[src/rtl/ysyx_22051145_lsu_stage.sv]
// Memory-access stage: one data-memory transaction per instruction over a
// valid/ready request and valid-only response, then aligned/extended writeback.
module ysyx_22051145_lsu_stage #(
  parameter int TIMEOUT = 255,
  parameter int RIDX_W  = 5
) (
  input  logic              clk,
  input  logic              rst_n,
  input  logic              in_valid,
  output logic              in_ready,
  input  logic [63:0]       in_pc,
  input  logic [63:0]       in_exe_res,
  input  logic [63:0]       in_rs2,
  input  logic [RIDX_W-1:0] in_rd_idx,
  input  logic              in_rd_wen,
  input  logic              in_is_load,
  input  logic              in_is_store,
  input  logic [1:0]        in_size,
  input  logic              in_unsigned,
  output logic              mem_req_valid,
  input  logic              mem_req_ready,
  output logic              mem_req_wen,
  output logic [63:0]       mem_req_addr,
  output logic [63:0]       mem_req_wdata,
  output logic [7:0]        mem_req_wmask,
  input  logic              mem_resp_valid,
  input  logic [63:0]       mem_resp_rdata,
  output logic              out_valid,
  input  logic              out_ready,
  output logic [63:0]       out_pc,
  output logic [RIDX_W-1:0] out_rd_idx,
  output logic              out_rd_wen,
  output logic [63:0]       out_wdata,
  output logic              out_misalign,
  output logic              out_bus_err
);
  typedef enum logic [1:0] {IDLE, REQ, RESP} state_t;
  localparam int CNT_W = $clog2(TIMEOUT + 1);

  state_t             state;
  logic [CNT_W-1:0]   cnt;
  logic [63:0]        r_pc;
  logic [RIDX_W-1:0]  r_rd_idx;
  logic               r_rd_wen, r_unsigned;
  logic [1:0]         r_size;
  logic [2:0]         r_off;

  logic               accept, is_mem, misalign;
  logic [7:0]         size_mask;
  logic [63:0]        st_data, ld_shift, ld_data;

  assign in_ready      = (state == IDLE) && (!out_valid || out_ready);
  assign accept        = in_valid && in_ready;
  assign is_mem        = in_is_load || in_is_store;
  assign mem_req_valid = (state == REQ);

  always_comb begin
    size_mask = 8'h00;
    misalign  = 1'b0;
    st_data   = 64'h0;
    case (in_size)
      2'd0: begin size_mask = 8'h01; st_data = {56'h0, in_rs2[7:0]}; end
      2'd1: begin size_mask = 8'h03; st_data = {48'h0, in_rs2[15:0]};
                  misalign = in_exe_res[0]; end
      2'd2: begin size_mask = 8'h0f; st_data = {32'h0, in_rs2[31:0]};
                  misalign = |in_exe_res[1:0]; end
      default: begin size_mask = 8'hff; st_data = in_rs2;
                  misalign = |in_exe_res[2:0]; end
    endcase
  end

  // Bring the addressed lane down to bit 0, then truncate and extend.
  assign ld_shift = mem_resp_rdata >> {r_off, 3'b000};
  always_comb begin
    ld_data = ld_shift;
    case (r_size)
      2'd0: ld_data = r_unsigned ? {56'h0, ld_shift[7:0]}  : {{56{ld_shift[7]}},  ld_shift[7:0]};
      2'd1: ld_data = r_unsigned ? {48'h0, ld_shift[15:0]} : {{48{ld_shift[15]}}, ld_shift[15:0]};
      2'd2: ld_data = r_unsigned ? {32'h0, ld_shift[31:0]} : {{32{ld_shift[31]}}, ld_shift[31:0]};
      default: ld_data = ld_shift;
    endcase
  end

  always_ff @(posedge clk or negedge rst_n) begin
    if (!rst_n) begin
      state         <= IDLE;
      cnt           <= '0;
      r_pc          <= '0;
      r_rd_idx      <= '0;
      r_rd_wen      <= 1'b0;
      r_unsigned    <= 1'b0;
      r_size        <= '0;
      r_off         <= '0;
      mem_req_wen   <= 1'b0;
      mem_req_addr  <= '0;
      mem_req_wdata <= '0;
      mem_req_wmask <= '0;
      out_valid     <= 1'b0;
      out_pc        <= '0;
      out_rd_idx    <= '0;
      out_rd_wen    <= 1'b0;
      out_wdata     <= '0;
      out_misalign  <= 1'b0;
      out_bus_err   <= 1'b0;
    end else begin
      // Drain first; a result loaded below in the same cycle overrides this.
      if (out_valid && out_ready) out_valid <= 1'b0;
      case (state)
        IDLE: if (accept) begin
          r_pc       <= in_pc;
          r_rd_idx   <= in_rd_idx;
          r_rd_wen   <= in_rd_wen;
          r_unsigned <= in_unsigned;
          r_size     <= in_size;
          r_off      <= in_exe_res[2:0];
          if (!is_mem || misalign) begin
            out_valid    <= 1'b1;
            out_pc       <= in_pc;
            out_rd_idx   <= in_rd_idx;
            out_rd_wen   <= is_mem ? 1'b0 : in_rd_wen;
            out_wdata    <= is_mem ? 64'h0 : in_exe_res;
            out_misalign <= is_mem;
            out_bus_err  <= 1'b0;
          end else begin
            state         <= REQ;
            mem_req_wen   <= in_is_store;
            mem_req_addr  <= {in_exe_res[63:3], 3'b000};
            mem_req_wdata <= st_data << {in_exe_res[2:0], 3'b000};
            mem_req_wmask <= in_is_store ? (size_mask << in_exe_res[2:0]) : 8'h00;
          end
        end
        REQ: if (mem_req_ready) begin
          state <= RESP;
          cnt   <= '0;
        end
        RESP: begin
          if (mem_resp_valid) begin
            state        <= IDLE;
            out_valid    <= 1'b1;
            out_pc       <= r_pc;
            out_rd_idx   <= r_rd_idx;
            out_rd_wen   <= mem_req_wen ? 1'b0 : r_rd_wen;
            out_wdata    <= mem_req_wen ? 64'h0 : ld_data;
            out_misalign <= 1'b0;
            out_bus_err  <= 1'b0;
          end else if (cnt == CNT_W'(TIMEOUT - 1)) begin
            state        <= IDLE;
            out_valid    <= 1'b1;
            out_pc       <= r_pc;
            out_rd_idx   <= r_rd_idx;
            out_rd_wen   <= 1'b0;
            out_wdata    <= 64'h0;
            out_misalign <= 1'b0;
            out_bus_err  <= 1'b1;
          end else begin
            cnt <= cnt + 1'b1;
          end
        end
        default: state <= IDLE;
      endcase
    end
  end
endmodule

[config.mk]
export PLATFORM = sky130hd
export DESIGN_NAME = ysyx_22051145_lsu_stage
export DESIGN_NICKNAME = d
export VERILOG_FILES = /design/src/rtl/ysyx_22051145_lsu_stage.sv
export SDC_FILE = /design/constraint.sdc
export NUM_CORES = 1
export LEC_CHECK = 0
export BUFFER_PORTS_ARGS = -buffer_cell sky130_fd_sc_hd__buf_2
export CORE_ASPECT_RATIO = 0.75
export CORE_MARGIN = 3
export CORE_UTILIZATION = 35
export DETAILED_ROUTE_END_ITERATION = 6
export PLACE_DENSITY = 0.69
export SYNTH_ARGS = -nofsm -noshare
export SYNTH_HDL_FRONTEND = slang
export SYNTH_SLANG_ARGS = --single-unit
[constraint.sdc]
create_clock -name clk -period 4.71 [get_ports clk]
set_input_delay 0.2355 -clock clk [delete_from_list [all_inputs] [get_ports clk]]
set_output_delay 0.2355 -clock clk [all_outputs]
set_load 0.02 [all_outputs]
# --- Word-level counts from Yosys, hierarchy flattened ---
# Index checks and enable logic that the tools add are counted.
op_classes:
  eq_ne: 14
  mux: 57
  reduce_logical: 20
  bitwise: 1
  add_sub_neg: 1
  shifts: 3
ops:
  columns: ["operator", "n"]
  rows:
  - ["64-bit 2-to-1 mux", 13]
  - ["64-bit one-hot mux with 3 select lines", 2]
  - ["64-bit one-hot mux with 2 select lines", 2]
  - ["64-bit by 6-bit << shifter with 64-bit output", 1]
  - ["64-bit by 6-bit right shift with 64-bit output", 1]
  - ["8-bit 2-to-1 mux", 4]
  - ["8-bit one-hot mux with 3 select lines", 1]
  - ["5-bit 2-to-1 mux", 4]
  - ["1-bit 2-to-1 mux", 18]
  - ["8-bit one-hot mux with 2 select lines", 1]
  - ["4-bit AND reduction", 3]
  - ["2-bit 2-to-1 mux", 5]
  - ["5-bit one-hot mux with 2 select lines", 1]
  - ["8-bit by 1-bit adder with 8-bit output, second input constant", 1]
  - ["8-bit equality test, second input constant", 1]
  - ["2-bit inequality test, second input constant", 4]
  - ["1-bit one-hot mux with 2 select lines", 4]
  - ["8-bit by 3-bit << shifter with 8-bit output", 1]
  - ["2-bit by 1-bit equality test with 1-bit output, second input constant", 3]
  - ["2-bit equality test, second input constant", 3]
  - ["2-bit zero test", 3]
  - ["2-bit one-hot mux with 3 select lines", 1]
  - ["2-bit by 1-bit inequality test with 1-bit output, second input constant", 2]
  - ["2-bit nonzero test", 2]
  - ["10 further kinds", 15]
word_totals:
  reg_bits: 357
  inputBits: 273
  elab_cells: 115
  out_inout_bits: 276

# --- Longest topological paths before layout ---
logic_depth:
  depth_word: 6
  ltp_mapped: 9
  mapped_depth_nobuf: 7

# --- Worst setup path before layout ---
# No wires, ideal clock.
synth_timing:
  kind: "flip-flop to flip-flop"
  startpoint: "register r_off[2]"
  endpoint: "register out_wdata[17]"
  setup_slack_ns: 2.719
  stages_incl_launch_ff: 8
  arrival_time_ns: 1.857
  setup_time_ns: 0.134
  n_path_buf: 3
  period_less_slack_ns: 1.991
  cell_sequence: "dfrtp_1 > buf_2 > buf_2 > buf_1 > mux2i_1 > o221ai_1 > a222oi_1 > nand2_1"
synth_between:
  elab_chain_len: 6
  word_cells_on_any_way: 8
  classes_between: "shift: 1; mux: 7"
synth_rtl:
  columns: ["item", "line_no", "rtl"]
  rows:
  - ["from (decl)", "46", "logic [2:0] r_off;"]
  - ["from (signal assigned)", "115", "r_off <= in_exe_res[2:0];"]
  - ["64-bit by 6-bit right shift with 64-bit output *", "73", "assign ld_shift = mem_resp_rdata >> {r_off, 3'b000};"]
  - ["64-bit 2-to-1 mux, on equally long branches", "79, 77, 78", null]
  - ["64-bit one-hot mux with 3 select lines *", "76", "case (r_size)"]
  - ["64-bit 2-to-1 mux *", "143", "out_wdata <= mem_req_wen ? 64'h0 : ld_data;"]
  - ["64-bit 2-to-1 mux *", "137", "if (mem_resp_valid) begin"]
  - ["64-bit one-hot mux with 2 select lines *", "108", "case (state)"]
  - ["to (signal assigned)", "121", "out_wdata <= is_mem ? 64'h0 : in_exe_res;"]
  - ["to (signal assigned)", "143", null]
  - ["to (decl)", "33", "output logic [63:0] out_wdata,"]
# Mark *: on every way between the ends. The rest lies on a longest branch, timed or not.
# A chain may end at the register's enable or synchronous reset.

# --- Worst setup path after layout ---
layout_timing:
  startpoint: "register cnt[0]"
  endpoint: "register out_pc[27]"
layout_between:
  elab_chain_len: 3
layout_rtl:
  columns: ["item", "line_no", "rtl"]
  rows:
  - ["from (decl)", "41", "logic [CNT_W-1:0] cnt;"]
  - ["from (signal assigned)", "156", "cnt <= cnt + 1'b1;"]
  - ["8-bit equality test", "146", "end else if (cnt == CNT_W'(TIMEOUT - 1)) begin"]
  - ["3-bit inequality test (no source line)", null, null]
  - ["4-bit AND reduction (no source line)", null, null]
  - ["to (signal assigned)", "118", "out_pc <= in_pc;"]
  - ["to (signal assigned)", "140", "out_pc <= r_pc;"]
  - ["to (signal assigned)", "149", "out_pc <= r_pc;"]
  - ["to (decl)", "30", "output logic [63:0] out_pc,"]
# Every way passes these cells.

==> results.txt <==
worst slew pin tran = 1.20 ns
input/output buffers = 545
LEAKAGE = 11.9 nW
Setup Crit Path Kind = reg2reg
DR vias/cell = 5.50
XOR/XNOR Fraction of Synth Area = 0.00242
status = finished clean
final hold violations = 0
yosys warns = 0
CP Data Arrival Time = 3.64 ns
HP Start = in_is_store
Post-CTS Setup Repair Bufs = 0
DIE WIDTH = 268 um
root buf cell = clkbuf_16
DR WL/cell = 21.8 um
final period utilization = 0.673
GRT Total Usage = 0.263
row count = 71
asr flop ratio synth = 1.00
crit-path cells = inv_1, ha_1, and4_1, a21oi_1, o22ai_4, buf_4, nor2_1, a31oi_1
Yosys top cell area share = 0.495
Max-slew headroom = 0.200
initial antenna violation count = 16
post-synthesis simple-gate area fraction = 0.232
core area = 50500 um2
CP max stage delay = 0.85 ns
R2R setup slack = 1.54 ns
layout net count = 2949
Detailed Route WL = 73600 um
multiplexer share of the synthesized area = 0.0658
Die Ht = 203 um
worst reg2reg startpoint = cnt[0]
final setup fails = 0
critical path peak fanout = 95
Synth area leaders = dfrtp_1 (49%), nand2_1 (14%), mux2i_1 (3.7%), a31oi_1 (2.9%), nand3_1 (2.9%)
Synth Area in Compound Gates = 0.157
HP Class = in2reg
DR vias = 18500
DP Wirelength = 52200 um
critical path endpoint category = register
PwrDens = 623 nW/um2
skew final = 0.0210 ns
post-route ant nets = 0
slowest CP cell = buf_4
CP startpoint = cnt[0]
Post-synth EDFFs = 0
CTS tree = built
Max-Cap Viols = 0
layout cell share with drive strength beyond 1 = 0.255
required time worst endpoint = 5.18 ns
area growth from synthesis to layout = 32.5%
RSZ-0062 raised after global routing = no
synth unique cells = 64
Clock Sinks = 357
first-pass GRT wire length = 110000 um
fin crit period = 3.17 ns
CTS Buffer Depth = 3
Die Area = 54400 um2
DP Worst Slack = 1.56 ns
synthesized-area fraction occupied by adder cells = 0.00139
CP top delay family = compound AO/OA/AOI/OAI gates
GRT overflow = 0
setup TNS = 0 ns
Starting Density = 0.357
largest area contributor in the netlist = dfrtp_1
CTS HTree Levels = 2
drt drc = 0
clock latency on the worst-skew pair = 0.55 ns
largest family of logic cells by synthesized area = simple AND/OR/NAND/NOR gates
clk slew on worst S/H paths = 0.06 ns
Synth Instances = 2085
maximum VDD drop = 0.327 mV
post-synthesis sequential area ratio = 0.495
setup ws final = 1.54 ns
Fillers = 4825
cell area after synthesis = 18100 um2
Setup crit start kind = register
vias in the first global route = 18200
total CTS buffers = 40
Most used DFF post-synth = dfrtp_1
Mean Syn Cell Area = 8.66 um2
Seq cells post-synth = 357
Fmax = 315 MHz
Worst Path Buf+Inv = 2
largest net degree at the start of global routing = 116
GPL Wtd Cong = 0.918
drt pass-1 iters = 6
Final Max Slew Viols = 0
Top Ports = 549
DRT iter0 DRCs = 1820
-- registers in the layout (all words and copies together) (netlist names) --
name	cells
r_rd_idx	5
state	2
cnt	8
out_pc	64
r_pc	64
r_rd_wen	1
mem_req_wmask	8
out_rd_idx	5
out_rd_wen	1
r_unsigned	1
out_wdata	64
out_bus_err	1
out_valid	1
r_off	3
r_size	2
mem_req_addr	61
out_misalign	1
mem_req_wdata	64
mem_req_wen	1
-- placed cells by master (no fill, tap or decap), types with 18 or more instances in the layout --
| cell type | netlist | routed |
|---|---|---|
| clkbuf_16 | 0 | 41 |
| dlygate4sd3_1 | 0 | 144 |
| dfrtp_1 | 357 | 355 |
| mux2i_1 | 67 | 67 |
| a211oi_1 | 24 | 24 |
| a22o_1 | 18 | 18 |
| a31oi_1 | 85 | 85 |
| a22oi_1 | 36 | 36 |
| nand3_1 | 105 | 104 |
| nor2_1 | 138 | 137 |
| o31ai_1 | 20 | 20 |
| buf_4 | 9 | 30 |
| mux2_2 | 22 | 22 |
| a21oi_1 | 34 | 34 |
| o21ai_0 | 87 | 87 |
| nand2_1 | 690 | 689 |
| buf_2 | 46 | 543 |
-- stage by stage --
stage	utilization	instance area (um2)	cells	hold WS (ns)	total power, mW
2_1_floorplan	-	18100	2087	-0.0601	9.22
6_report	0.473	23900	3370	0.0645	14.9
3_3_place_gp	0.419	21200	3145	0.393	11.5
5_1_grt	0.473	23900	3365	0.0427	15.7
3_5_place_dp	0.419	21200	3145	0.399	11.7
4_1_cts	0.473	23900	3359	0.0206	14.9
-- final cells by class --
type / count / area (um2) / share of cell area
Antenna cell: 11 / 27.5 / 0.00115
Clock buffer: 55 / 1150 / 0.0480
Clock inverter: 15 / 131 / 0.00549
Inverter: 11 / 41.3 / 0.00173
Multi-Input combinational cell: 1543 / 8350 / 0.349
Sequential cell: 357 / 8940 / 0.374
Tap cell: 657 / 822 / 0.0344
Timing Repair Buffer: 721 / 4460 / 0.186
-- per-layer routing --
metal,track usage,part of all wire,vias up
met4,0.102,0.038,12
met1,0.346,0.41,8957
met3,0.0592,0.083,180
met2,0.421,0.46,980
met5,0,0.0011,-
li1,-,-,8392
-- cell usage after synthesis (6+ instances only) --
master,number
a22o_1,18
nor2_1,138
buf_1,15
a31oi_1,85
a2bb2oi_1,7
a21oi_1,34
buf_4,9
and3_1,13
o31ai_1,20
and2_1,16
o2bb2ai_1,6
o22ai_1,10
mux2_2,22
or3_1,6
nand4_1,8
a22oi_1,36
o221ai_1,11
nor2b_1,11
o21ai_0,87
nand2_1,690
o211ai_1,9
o21a_1,8
mux4_2,12
a211oi_1,24
a32oi_1,8
nor3_1,8
mux2i_1,67
buf_2,46
a32o_1,7
dfrtp_1,357
a21o_1,17
clkbuf_1,101
a222oi_1,8
nand3_1,105
inv_1,10
-- final timing paths --
kind	end	cells after the start
worst max-delay path	out_pc[27]	8
worst min-delay path	mem_req_wen	3
worst max register to register	out_pc[27]	8
worst min register to register	mem_req_addr[29]	2
max in group asynchronous	out_pc[11]	3
min in group asynchronous	mem_req_addr[10]	2
-- cell families after synthesis --
| kind of cell | count (synthesis) |
|---|---|
| AOI/OAI and AO/OA | 413 |
| xor gates and xnor gates | 5 |
| adders and majority gates | 2 |
| buffers and inverters | 187 |
| DFF | 357 |
| muxes | 101 |
| other | 1 |
| and+or+nand+nor | 1019 |
-- repair_timing --
item,4_1_cts,5_1_grt
hold buffers,144,0
resized for setup,0,0
hold endpoints to repair,375,0
-- worst min-delay path, delay by kind of cell --
family | cells | cell delay [ns]
buffers and inverters | 1 | 0.20
and+or+nand+nor | 2 | 0.14
-- power breakdown --
part | internal [mW] | switching [mW] | total (mW)
clock | 1.77 | 1.35 | 3.12
sequential | 4.42 | 0.951 | 5.37
combinational | 2.19 | 4.21 | 6.40
Power figures use the tool's default switching activity.
